===== src/rtl/decode_issue.sv =====
// Decode/issue stage: decodes a 16-bit instruction into a one-hot ALU control
// word, reads operands from an 8x16 register file with write-through bypass,
// and stalls on RAW hazards tracked by a per-register pending scoreboard.
// The issue bundle is registered and held while execute back-pressures.
module decode_issue #(
    parameter int XLEN = 16,
    parameter int NREG = 8
) (
    input  logic                     clk,
    input  logic                     rst,
    input  logic                     in_valid,
    input  logic [15:0]              in_instr,
    output logic                     in_ready,
    output logic                     out_valid,
    input  logic                     out_ready,
    output logic [11:0]              alusignals,
    output logic [XLEN-1:0]          op1,
    output logic [XLEN-1:0]          op2,
    output logic [4:0]               immx,
    output logic                     isimmediate,
    output logic [$clog2(NREG)-1:0]  rd,
    output logic [XLEN-1:0]          stdata,
    input  logic                     wb_en,
    input  logic [$clog2(NREG)-1:0]  wb_addr,
    input  logic [XLEN-1:0]          wb_data,
    output logic                     illegal
);

    localparam int AW = $clog2(NREG);

    localparam logic [3:0] OP_ST  = 4'd2;
    localparam logic [3:0] OP_CMP = 4'd5;
    localparam logic [3:0] OP_MOV = 4'd6;
    localparam logic [3:0] OP_NOT = 4'd9;

    logic [XLEN-1:0] rf [NREG];
    logic [NREG-1:0] pending;
    logic [NREG-1:0] pending_nxt;

    logic [3:0]      opc;
    logic            ibit;
    logic [AW-1:0]   f_rd;
    logic [AW-1:0]   f_rs1;
    logic [AW-1:0]   f_rs2;
    logic [4:0]      f_imm;

    assign opc   = in_instr[15:12];
    assign ibit  = in_instr[11];
    assign f_rd  = in_instr[10:8];
    assign f_rs1 = in_instr[7:5];
    assign f_rs2 = in_instr[4:2];
    assign f_imm = in_instr[4:0];

    logic is_alu, is_illegal, is_writer;
    logic use_rs1, use_rs2, use_rd;

    assign is_alu     = (opc <= 4'd11);
    assign is_illegal = (opc >= 4'd12) && (opc <= 4'd14);
    assign is_writer  = is_alu && (opc != OP_ST) && (opc != OP_CMP);
    assign use_rs1    = is_alu && (opc != OP_MOV);
    assign use_rs2    = is_alu && !ibit && (opc != OP_NOT);
    assign use_rd     = (opc == OP_ST);

    // A write-back landing this cycle both forwards its data and resolves the hazard.
    logic [XLEN-1:0] val_rs1, val_rs2, val_rd;
    assign val_rs1 = (wb_en && wb_addr == f_rs1) ? wb_data : rf[f_rs1];
    assign val_rs2 = (wb_en && wb_addr == f_rs2) ? wb_data : rf[f_rs2];
    assign val_rd  = (wb_en && wb_addr == f_rd)  ? wb_data : rf[f_rd];

    logic haz_rs1, haz_rs2, haz_rd, hazard, accept;
    assign haz_rs1 = use_rs1 && pending[f_rs1] && !(wb_en && wb_addr == f_rs1);
    assign haz_rs2 = use_rs2 && pending[f_rs2] && !(wb_en && wb_addr == f_rs2);
    assign haz_rd  = use_rd  && pending[f_rd]  && !(wb_en && wb_addr == f_rd);
    assign hazard  = haz_rs1 || haz_rs2 || haz_rd;

    assign in_ready = (!out_valid || out_ready) && !hazard;
    assign accept   = in_valid && in_ready;

    // Scoreboard next state: clear on write-back, then set on issue so set wins.
    always_comb begin
        pending_nxt = pending;
        if (wb_en) begin
            pending_nxt[wb_addr] = 1'b0;
        end
        if (accept && is_writer) begin
            pending_nxt[f_rd] = 1'b1;
        end
    end

    // Register file write port; reset clears every entry and masks write-back.
    always_ff @(posedge clk) begin
        if (rst) begin
            for (int i = 0; i < NREG; i++) begin
                rf[i] <= '0;
            end
        end else if (wb_en) begin
            rf[wb_addr] <= wb_data;
        end
    end

    // Scoreboard register.
    always_ff @(posedge clk) begin
        if (rst) begin
            pending <= '0;
        end else begin
            pending <= pending_nxt;
        end
    end

    // Issue bundle: load on accepted ALU op, hold under back-pressure, zero when drained.
    always_ff @(posedge clk) begin
        if (rst) begin
            out_valid   <= 1'b0;
            alusignals  <= '0;
            op1         <= '0;
            op2         <= '0;
            immx        <= '0;
            isimmediate <= 1'b0;
            rd          <= '0;
            stdata      <= '0;
            illegal     <= 1'b0;
        end else if (accept && is_alu) begin
            out_valid   <= 1'b1;
            alusignals  <= 12'd1 << opc;
            op1         <= use_rs1 ? val_rs1 : '0;
            op2         <= use_rs2 ? val_rs2 : '0;
            immx        <= ibit ? f_imm : 5'd0;
            isimmediate <= ibit;
            rd          <= f_rd;
            stdata      <= use_rd ? val_rd : '0;
        end else if (accept || out_ready) begin
            out_valid   <= 1'b0;
            alusignals  <= '0;
            op1         <= '0;
            op2         <= '0;
            immx        <= '0;
            isimmediate <= 1'b0;
            rd          <= '0;
            stdata      <= '0;
            if (accept && is_illegal) begin
                illegal <= 1'b1;
            end
        end
    end

endmodule


===== config.mk =====
export PLATFORM = sky130hd
export DESIGN_NAME = decode_issue
export DESIGN_NICKNAME = d
export VERILOG_FILES = /design/src/rtl/decode_issue.sv
export SDC_FILE = /design/constraint.sdc
export NUM_CORES = 1
export LEC_CHECK = 0
export ABC_AREA = 0
export ABC_CLOCK_PERIOD_IN_PS = 6240
export BUFFER_PORTS_ARGS = -buffer_cell sky130_fd_sc_hd__buf_2
export CELL_PAD_IN_SITES_DETAIL_PLACEMENT = 0
export CELL_PAD_IN_SITES_GLOBAL_PLACEMENT = 1
export CORE_MARGIN = 3
export CORE_UTILIZATION = 45
export DETAILED_ROUTE_END_ITERATION = 12
export PLACE_DENSITY_LB_ADDON = 0.1
export SYNTH_ARGS = -nofsm -noshare
export SYNTH_HDL_FRONTEND = slang
export SYNTH_SLANG_ARGS = --single-unit

===== constraint.sdc =====
create_clock -name clk -period 6.24 [get_ports clk]
set_input_delay 0.936 -clock clk [delete_from_list [all_inputs] [get_ports clk]]
set_output_delay 0.936 -clock clk [all_outputs]
set_load 0.03 [all_outputs]

Word-level counts from Yosys, hierarchy flattened

Memory sizes are Yosys's and may differ from the RTL's.
Cells that the tools add are included.

Memory bits (writable): 128
Logic and storage cells: 108
Output and inout port bits: 72
Input bits: 40
Memories kept: 1
Register bits after elaboration: 79

Bitwise logic cells: 4
Multiplexer cells: 40
Equal/unequal tests: 8
Reduce and logical (&&, ||, !) cells: 35
Shift operators: 1
$lt $le $gt $ge: 9

Memory list:

| memory | depth | width | rd ports | clocked after Yosys merged registers in | write ports | line | source |
|---|---|---|---|---|---|---|---|
| rf     | 8     | 16    | 3        | 0                                       | 8           | 36   | `logic [XLEN-1:0] rf [NREG];` |

Operator list:

| operator             | number |
|---|---|
| $mux 16              | 11 |
| $mux 12              | 2 |
| $logic_and 1x1->1    | 22 |
| $lt 3x4->1 const B   | 4 |
| $mux 8               | 2 |
| $reduce_or 16->1     | 1 |
| $mux 5               | 3 |
| $mux 1               | 14 |
| $shl 1x4->12 const A | 1 |
| $bmux 1 s3           | 3 |
| $eq 3x3->1           | 3 |
| $mux 3               | 3 |
| $and 8x8->8          | 1 |
| $le 4x4->1 const B   | 2 |
| $ne 4x3->1 const B   | 2 |
| $not 8->8            | 1 |
| $or 8x8->8           | 1 |
| $demux 1 s3          | 2 |
| $ge 3x1->1 const B   | 2 |
| $logic_not 1->1      | 6 |
| $eq 4x2->1 const B   | 1 |
| $ge 4x4->1 const B   | 1 |
| $logic_or 1x1->1     | 4 |
| $ne 4x2->1 const B   | 1 |
| other kinds (4)      | 4 |

Depth between registers and ports, before layout

Gate-level depths: netlist of run 1.

Depth after elaboration: 13
Gate-level depth with buffers: 10
Gate-level depth less buffers: 6

Worst setup path before layout of run 1

OpenSTA, ideal clock, no wires.

Path type: input-to-output
Start point: input port in_instr[4]
End point: output port in_ready
Data required time: 5304 ps
Slack: 2615 ps
Buffers on the path: 2
Arrival: 2689 ps
Stages on the path: 7
Cells stage by stage: buf_6 mux4_2 mux2_2 nand4b_1 o221ai_2 buf_2 nor2b_1

Longest elaborated chain between the ends: 8
Elaborated cells between the ends (all ways): 11
Those cells by class: eq/ne (1); mux (2); reduce/logical (8)

RTL lines:

| element                                                                  | line | source |
|---|---|---|
| from (decl)                                                              | 12   | `input logic [15:0] in_instr,` |
| $bmux 1 s3 / $eq 3x3->1 (equally long branches)                          | 72   | `assign haz_rs2 = use_rs2 && pending[f_rs2] && !(wb_en && wb_addr == f_rs2);` |
| $mux 1 (implied by the code) / $logic_and 1x1->1 (equally long branches) | 72   |  |
| $logic_and 1x1->1 / $logic_not 1->1 (equally long branches)              | 72   |  |
| $logic_and 1x1->1 *                                                      | 72   |  |
| $logic_or 1x1->1 * (2 in series)                                         | 74   | `assign hazard = haz_rs1 \|\| haz_rs2 \|\| haz_rd;` |
| $logic_not 1->1 *                                                        | 76   | `assign in_ready = (!out_valid \|\| out_ready) && !hazard;` |
| $logic_and 1x1->1 *                                                      | 76   |  |
| to (decl)                                                                | 13   | `output logic in_ready,` |

Mark *: on every way between the ends. The rest lies on a longest branch, timed or not. The select of a mux whose other input is x is not followed.

Final worst setup path of run 1

Start point: input port in_instr[8]
End point: output port in_ready

Longest elaborated chain between the ends: 7
Elaborated cells between the ends (all ways): 10
Those cells by class: eq/ne (1); mux (2); reduce/logical (7)

RTL lines:

| element                                                                  | line | source |
|---|---|---|
| $bmux 1 s3 / $eq 3x3->1 (equally long branches)                          | 73   | `assign haz_rd = use_rd && pending[f_rd] && !(wb_en && wb_addr == f_rd);` |
| $mux 1 (implied by the code) / $logic_and 1x1->1 (equally long branches) | 73   |  |
| $logic_and 1x1->1 / $logic_not 1->1 (equally long branches)              | 73   |  |
| $logic_and 1x1->1 *                                                      | 73   |  |
| $logic_or 1x1->1 *                                                       | 74   |  |
| $logic_not 1->1 *                                                        | 76   |  |
| $logic_and 1x1->1 *                                                      | 76   |  |

Marked as above.

==> run_results.csv, run 1 <==
group,metric,value,unit
outcome,status,"completed",
setup_path,critPathCapture,"in_ready",
die,dieArea,0.0275,mm2
place,dp_hpwl,23100,um
cts,clk_transition_reported_paths,0.06,ns
cts,ctsHoldBuffers,0,
flow_run,max-cap-violations,0,
setup_path,reg2regPathDepth,7,
yosys,yosys_warnings,0,
cts,cts_tree,"done",
cells_and_area,fin_cells,1399,
sta,hold_viol,0,
yosys,synth_edf_count,128,
drt,viasPerCell,6.21,
cells_and_area,most-common-layout-cells,"129 x and2_1, 128 x edfxtp_1, 127 x nand2_1, 111 x buf_2, 83 x o22ai_1",
yosys,avgSynthCellArea,11.4,um2
die,die_x,166,um
cts,cts_made_buffers,23,
cells_and_area,antennaDiodeCount,0,
setup_path,r2r_start,"pending[3]$_SDFF_PP0_",
cells_and_area,layout_commonest_cell,"and2_1",
sta,period_minus_slack,4.52,ns
drt,routed_wl,35600,um
die,start_util,46.6,%
yosys,synth_cell_type_count,54,
cts,htree_levels,1,
setup_path,crit_path_end_kind,"output port",
setup_path,path_class,"input port to output port",
sta,tns,0,ns
cts,clockBufferDepth,3,
sta,setup_viol,0,
cells_and_area,seq_area,0.00543,mm2
yosys,ys_seq_area_share,47.2,%
yosys,syn_inst,1010,
setup_path,r2r_slack,3.47,ns
yosys,syn_area,0.0115,mm2
sta,whs,0.461,ns
setup_path,crit_fanout,31,
cells_and_area,drive_gt1_share,25.3,%
cts,cts-resized-gates,0,
setup_path,cp.required,5.30,ns
cells_and_area,multiInputGateArea,0.00562,mm2
yosys,synthAdderAreaFrac,0,%
sta,slew_violations,0,
cts,clock_latency,0.52,ns
worst_hold_path,hold_class,"flip-flop to flip-flop",
power_and_ir_drop,power_density,268,mW/mm2
grt,grt_max_degree,57,
cells_and_area,num-fill-cells,2249,
yosys,async_reset_ff_share,0,%
drt,drcViolationCount,0,
drt,wl_per_cell,25.4,um
sta,max_freq,221,MHz
place,port_buffers,111,
yosys,muxShareOfSynthArea,20.4,%
sta,worst_pin_slew,1.24,ns
grt,antenna_found_initial,0,
cells_and_area,area_growth,12.8,%
yosys,synth_compound_area_share,12.6,%
grt,grt_pass1_wl,52800,um
sta,grt_setup_unrepaired,"no",
yosys,synthSimpleGateAreaFrac,14.8,%
sta,finalCritPeriodShare,72.5,%
cells_and_area,fin_util,52.5,%
setup_path,start_kind,"input port",
yosys,synth_xor_area_share,0.686,%
drt,drtIter0Drc,891,
cells_and_area,fin_nets,1098,
setup_path,critical_path_arrival,3.59,ns
power_and_ir_drop,leakagePower,4.83,nW
die,fp.dieH,166,um
drt,num_vias,8685,
yosys,synth_top_family_by_area,"multiplexers",
power_and_ir_drop,ir_drop,0.160,mV
grt,overflow,0,
cts,post_cts_buffers,0,
sta,relSlewSlack,17.3,%
die,ios,112,
place,gp_congestion,0.835,
place,dp_cells,1357,
yosys,syn-num-nets,1050,
setup_path,crit_path_start,"in_instr[8]",
worst_hold_path,min_path_cells,2,
cts,cts_sinks,207,
grt,grt_pass1_vias,8289,
cts,cts_root_buffer,"clkbuf_16",
yosys,synth_seq_cells,207,
setup_path,rr_endpoint,"stdata[14]$_SDFFE_PP0P_",
drt,first_pass_iters,7,
grt,grt_usage,24.8,%
die,core_region_area,0.0247,mm2
sta,skew,0.00874,ns
yosys,synth_ff_type,"edfxtp_1",
drt,postRouteAntennaNets,0,
die,row_count,57,
[layout make-up]
class	instances	share of cell area, %
Tap cell	324	3.13
Sequential cell	207	41.8
Clock buffer	35	5.07
Clock inverter	7	0.743
Timing Repair Buffer	132	5.50
Multi-Input combinational cell	682	43.4
Inverter	12	0.347
[where the power goes]
| group | switching (mW) | total, mW | leakage, nW | internal (mW) |
|---|---|---|---|---|
| logic | 0.333 | 0.533 | 2.58 | 0.200 |
| clock network | 0.556 | 1.37 | 0.372 | 0.813 |
| registers | 0.0506 | 1.58 | 1.88 | 1.53 |
[per-layer routing]
metal | track usage (%) | vias to the layer above | part of all wire, %
met5 | 0 | - | 0
met4 | 3.94 | 0 | 1.1
met3 | 6.02 | 33 | 9.3
met2 | 37.9 | 384 | 45
met1 | 37.0 | 4306 | 45
li1 | - | 3962 | -
[through the flow]
stage	instance area, um2	setup WS [ns]	power (mW)
3_3_place_gp	12200	1.75	2.13
3_5_place_dp	12200	1.70	2.13
5_1_grt	13000	1.49	3.60
4_1_cts	13000	1.69	3.49
2_1_floorplan	11500	2.61	1.96
6_report	13000	1.72	3.48
[critical path, cell delays in order]
cell and delay, ns:
buf_2 0.64, xnor2_1 0.21, nand4_1 0.73, nand2b_1 0.39, o221ai_4 0.26, nor2b_1 0.18, buf_2 0.21
[registers in the layout, indices dropped and copies added (netlist names)]
name,count
rf,128
op1,16
op2,16
stdata,16
alusignals,12
pending,8
immx,5
rd,3
illegal,1
isimmediate,1
out_valid,1
[cells by family after synthesis]
group	Yosys count
compound gates	204
buf+inv	121
mux	144
flops	207
xor+xnor	9
simple gates	325
[worst min-delay path by stage]
stage / startpoint / end / slack (ns)
floorplan: pending[2]$_SDFF_PP0_ / pending[2]$_SDFF_PP0_ / 0.47
global placement: stdata[12]$_SDFFE_PP0P_ / stdata[12]$_SDFFE_PP0P_ / 0.45
detailed placement: stdata[12]$_SDFFE_PP0P_ / stdata[12]$_SDFFE_PP0P_ / 0.45
CTS: stdata[12]$_SDFFE_PP0P_ / stdata[12]$_SDFFE_PP0P_ / 0.46
global route: op1[3]$_SDFFE_PP0P_ / op1[3]$_SDFFE_PP0P_ / 0.48
finish: stdata[12]$_SDFFE_PP0P_ / stdata[12]$_SDFFE_PP0P_ / 0.46
[synthesized netlist by cell type, drive strengths merged (7+ instances only)]
master     n  share of area, %
and2     130               7.1
edfxtp   128                33
nand2    127               4.1
o22ai     87               5.0
dfxtp     79                14
clkbuf    72               2.4
mux4      72                14
mux2i     66               5.7
o2111ai   42               3.2
buf       37               1.6
a21oi     27               1.2
nor2      16              0.54
inv       11              0.36
o32ai     11              0.84
o21ai     10              0.44
nand3      9              0.39
xnor2      9              0.69
nand2b     8              0.44
nor2b      7              0.38
nor3       7              0.30
Power figures use the tool's default switching activity.
==> run 2: changes to the inputs <==
--- a/config.mk
+++ b/config.mk
@@ -6,12 +6,12 @@
 export NUM_CORES = 1
 export LEC_CHECK = 0
 export ABC_AREA = 0
-export ABC_CLOCK_PERIOD_IN_PS = 6240
+export ABC_CLOCK_PERIOD_IN_PS = 3800
 export BUFFER_PORTS_ARGS = -buffer_cell sky130_fd_sc_hd__buf_2
 export CELL_PAD_IN_SITES_DETAIL_PLACEMENT = 0
 export CELL_PAD_IN_SITES_GLOBAL_PLACEMENT = 1
 export CORE_MARGIN = 3
-export CORE_UTILIZATION = 45
+export CORE_UTILIZATION = 43
 export DETAILED_ROUTE_END_ITERATION = 12
 export PLACE_DENSITY_LB_ADDON = 0.1
 export SYNTH_ARGS = -nofsm -noshare
==> constraint.sdc (replaced) <==
create_clock -name clk -period 3.8 [get_ports clk]
set_input_delay 0.57 -clock clk [delete_from_list [all_inputs] [get_ports clk]]
set_output_delay 0.57 -clock clk [all_outputs]
set_load 0.03 [all_outputs]
==> run_results.csv, run 2 (synthesis results as in run 1) <==
group,metric,value,unit
sta,slew_violations,0,
sta,hold_viol,0,
flow_run,max-cap-violations,0,
sta,tns,0,ns
cts,post_cts_buffers,0,
cells_and_area,fin_nets,1114,
drt,wl_met1,16400,um
cts,cts_sinks,207,
setup_path,crit_path_end_kind,"output port",
cts,cts_tree,"done",
cts,ctsHoldBuffers,0,
cts,cts_root_buffer,"clkbuf_16",
drt,route.met3.wl,2810,um
die,row_count,59,
cells_and_area,num-fill-cells,2414,
sta,worst_pin_slew,0.987,ns
cells_and_area,antennaDiodeCount,0,
grt,grt_usage,25.4,%
power_and_ir_drop,power_density,445,mW/mm2
worst_hold_path,hold_class,"input port to flip-flop",
sta,timing.final.ws_setup,0.813,ns
drt,highest_layer,"met4",
cells_and_area,drive_gt1_share,26.6,%
cts,clock_latency,0.52,ns
setup_path,start_kind,"input port",
sta,finalCritPeriodShare,78.6,%
grt,grt_pass1_vias,8273,
place,dp_hpwl,23500,um
sta,setup_viol,0,
cts,htree_levels,1,
drt,drtIter0Drc,865,
setup_path,crit_fanout,17,
cts,clk_transition_reported_paths,0.06,ns
setup_path,cp.required,3.23,ns
cells_and_area,multiInputGateArea,0.00562,mm2
setup_path,path_class,"input port to output port",
sta,period_minus_slack,2.99,ns
drt,routed_wl,36900,um
grt,overflow,0,
grt,grt_max_degree,56,
setup_path,r2r_slack,1.40,ns
cells_and_area,layout_commonest_cell,"and2_1",
drt,num_vias,8667,
cells_and_area,regMostFlops,"rf",
die,start_util,44.0,%
drt,drcViolationCount,0,
cells_and_area,seq_area,0.00543,mm2
place,port_buffers,111,
drt,wl_per_cell,25.9,um
cts,cts_made_buffers,25,
die,dieArea,0.0287,mm2
power_and_ir_drop,leakagePower,4.94,nW
cts,clockBufferDepth,3,
sta,relSlewSlack,34.1,%
place,pre_cts_ws,0.753,ns
grt,antenna_found_initial,0,
die,die_x,169,um
power_and_ir_drop,ir_drop,0.324,mV
cells_and_area,most-common-layout-cells,"129 x and2_1, 128 x edfxtp_1, 127 x nand2_1, 111 x buf_2, 83 x o22ai_1",
sta,skew,0.0137,ns
grt,grt_pass1_wl,54600,um
cells_and_area,area_growth,14.7,%
cells_and_area,largest_register_ffs,128,
drt,met2_length,17100,um
sta,max_freq,335,MHz
place,gp_congestion,0.837,
drt,first_pass_iters,5,
outcome,status,"completed",
cts,cts-resized-gates,0,
die,core_region_area,0.0261,mm2
die,fp.dieH,169,um
drt,viasPerCell,6.07,
sta,grt_setup_unrepaired,"no",
setup_path,critical_path_arrival,2.42,ns
die,ios,112,
drt,postRouteAntennaNets,0,
-- run 2: changes by cell type in the layout (fill, tap and decap cells not counted), sizes merged --
cell	previous run	this run
clkinvlp	1	2
buf	132	146
clkinv	3	6
clkbuf	35	34
-- run 2: metal layers --
layer / global-route usage (%) / vias up
met1: 37.0 / 4272
met4: 5.19 / 0
met2: 40.6 / 377
met5: 0 / -
li1: - / 3974
met3: 4.01 / 44
-- run 2: path summary, 6_finish.rpt --
| kind | start | cells past startpoint | to |
|---|---|---|---|
| max | in_instr[3] | 7 | in_ready |
| min | in_instr[1] | 3 | immx[1]$_SDFFE_PP0P_ |
| max reg2reg | pending[3]$_SDFF_PP0_ | 7 | op1[12]$_SDFFE_PP0P_ |
| min reg2reg | stdata[13]$_SDFFE_PP0P_ | 2 | stdata[13]$_SDFFE_PP0P_ |
-- run 2: area by class of cell --
cell class,instances,share of cell area [%]
well taps,335,3.18
inverters,12,0.342
clock inverters,11,0.854
clock buffers,34,5.40
flip-flops and latches,207,41.2
repair buffers,146,6.40
multi-input cells,682,42.7
-- run 2: stage by stage --
stage,power (mW),instances,hold slack (ns),util (%),area [um2]
6_report,5.87,1427,0.320,50.4,13200
5_1_grt,6.08,1427,0.322,50.4,13200
4_1_cts,5.90,1427,0.305,50.4,13200
3_5_place_dp,3.53,1382,0.456,47.3,12400
3_3_place_gp,3.52,1382,0.450,47.3,12400
2_1_floorplan,3.22,1010,0.467,-,11500
-- run 2: power breakdown --
group / leakage (nW) / internal, mW / switching, mW
clock: 0.404 / 1.44 / 0.935
combinational: 2.65 / 0.344 / 0.556
sequential: 1.88 / 2.51 / 0.0822
total: 4.94 / 4.30 / 1.57
-- run 2: worst max-delay path, stage by stage --
cell and delay (ns):
buf_2 0.43, mux4_2 0.39, mux2_2 0.27, nand4b_1 0.13, o221ai_4 0.24, nor2b_1 0.17
buf_2 0.21
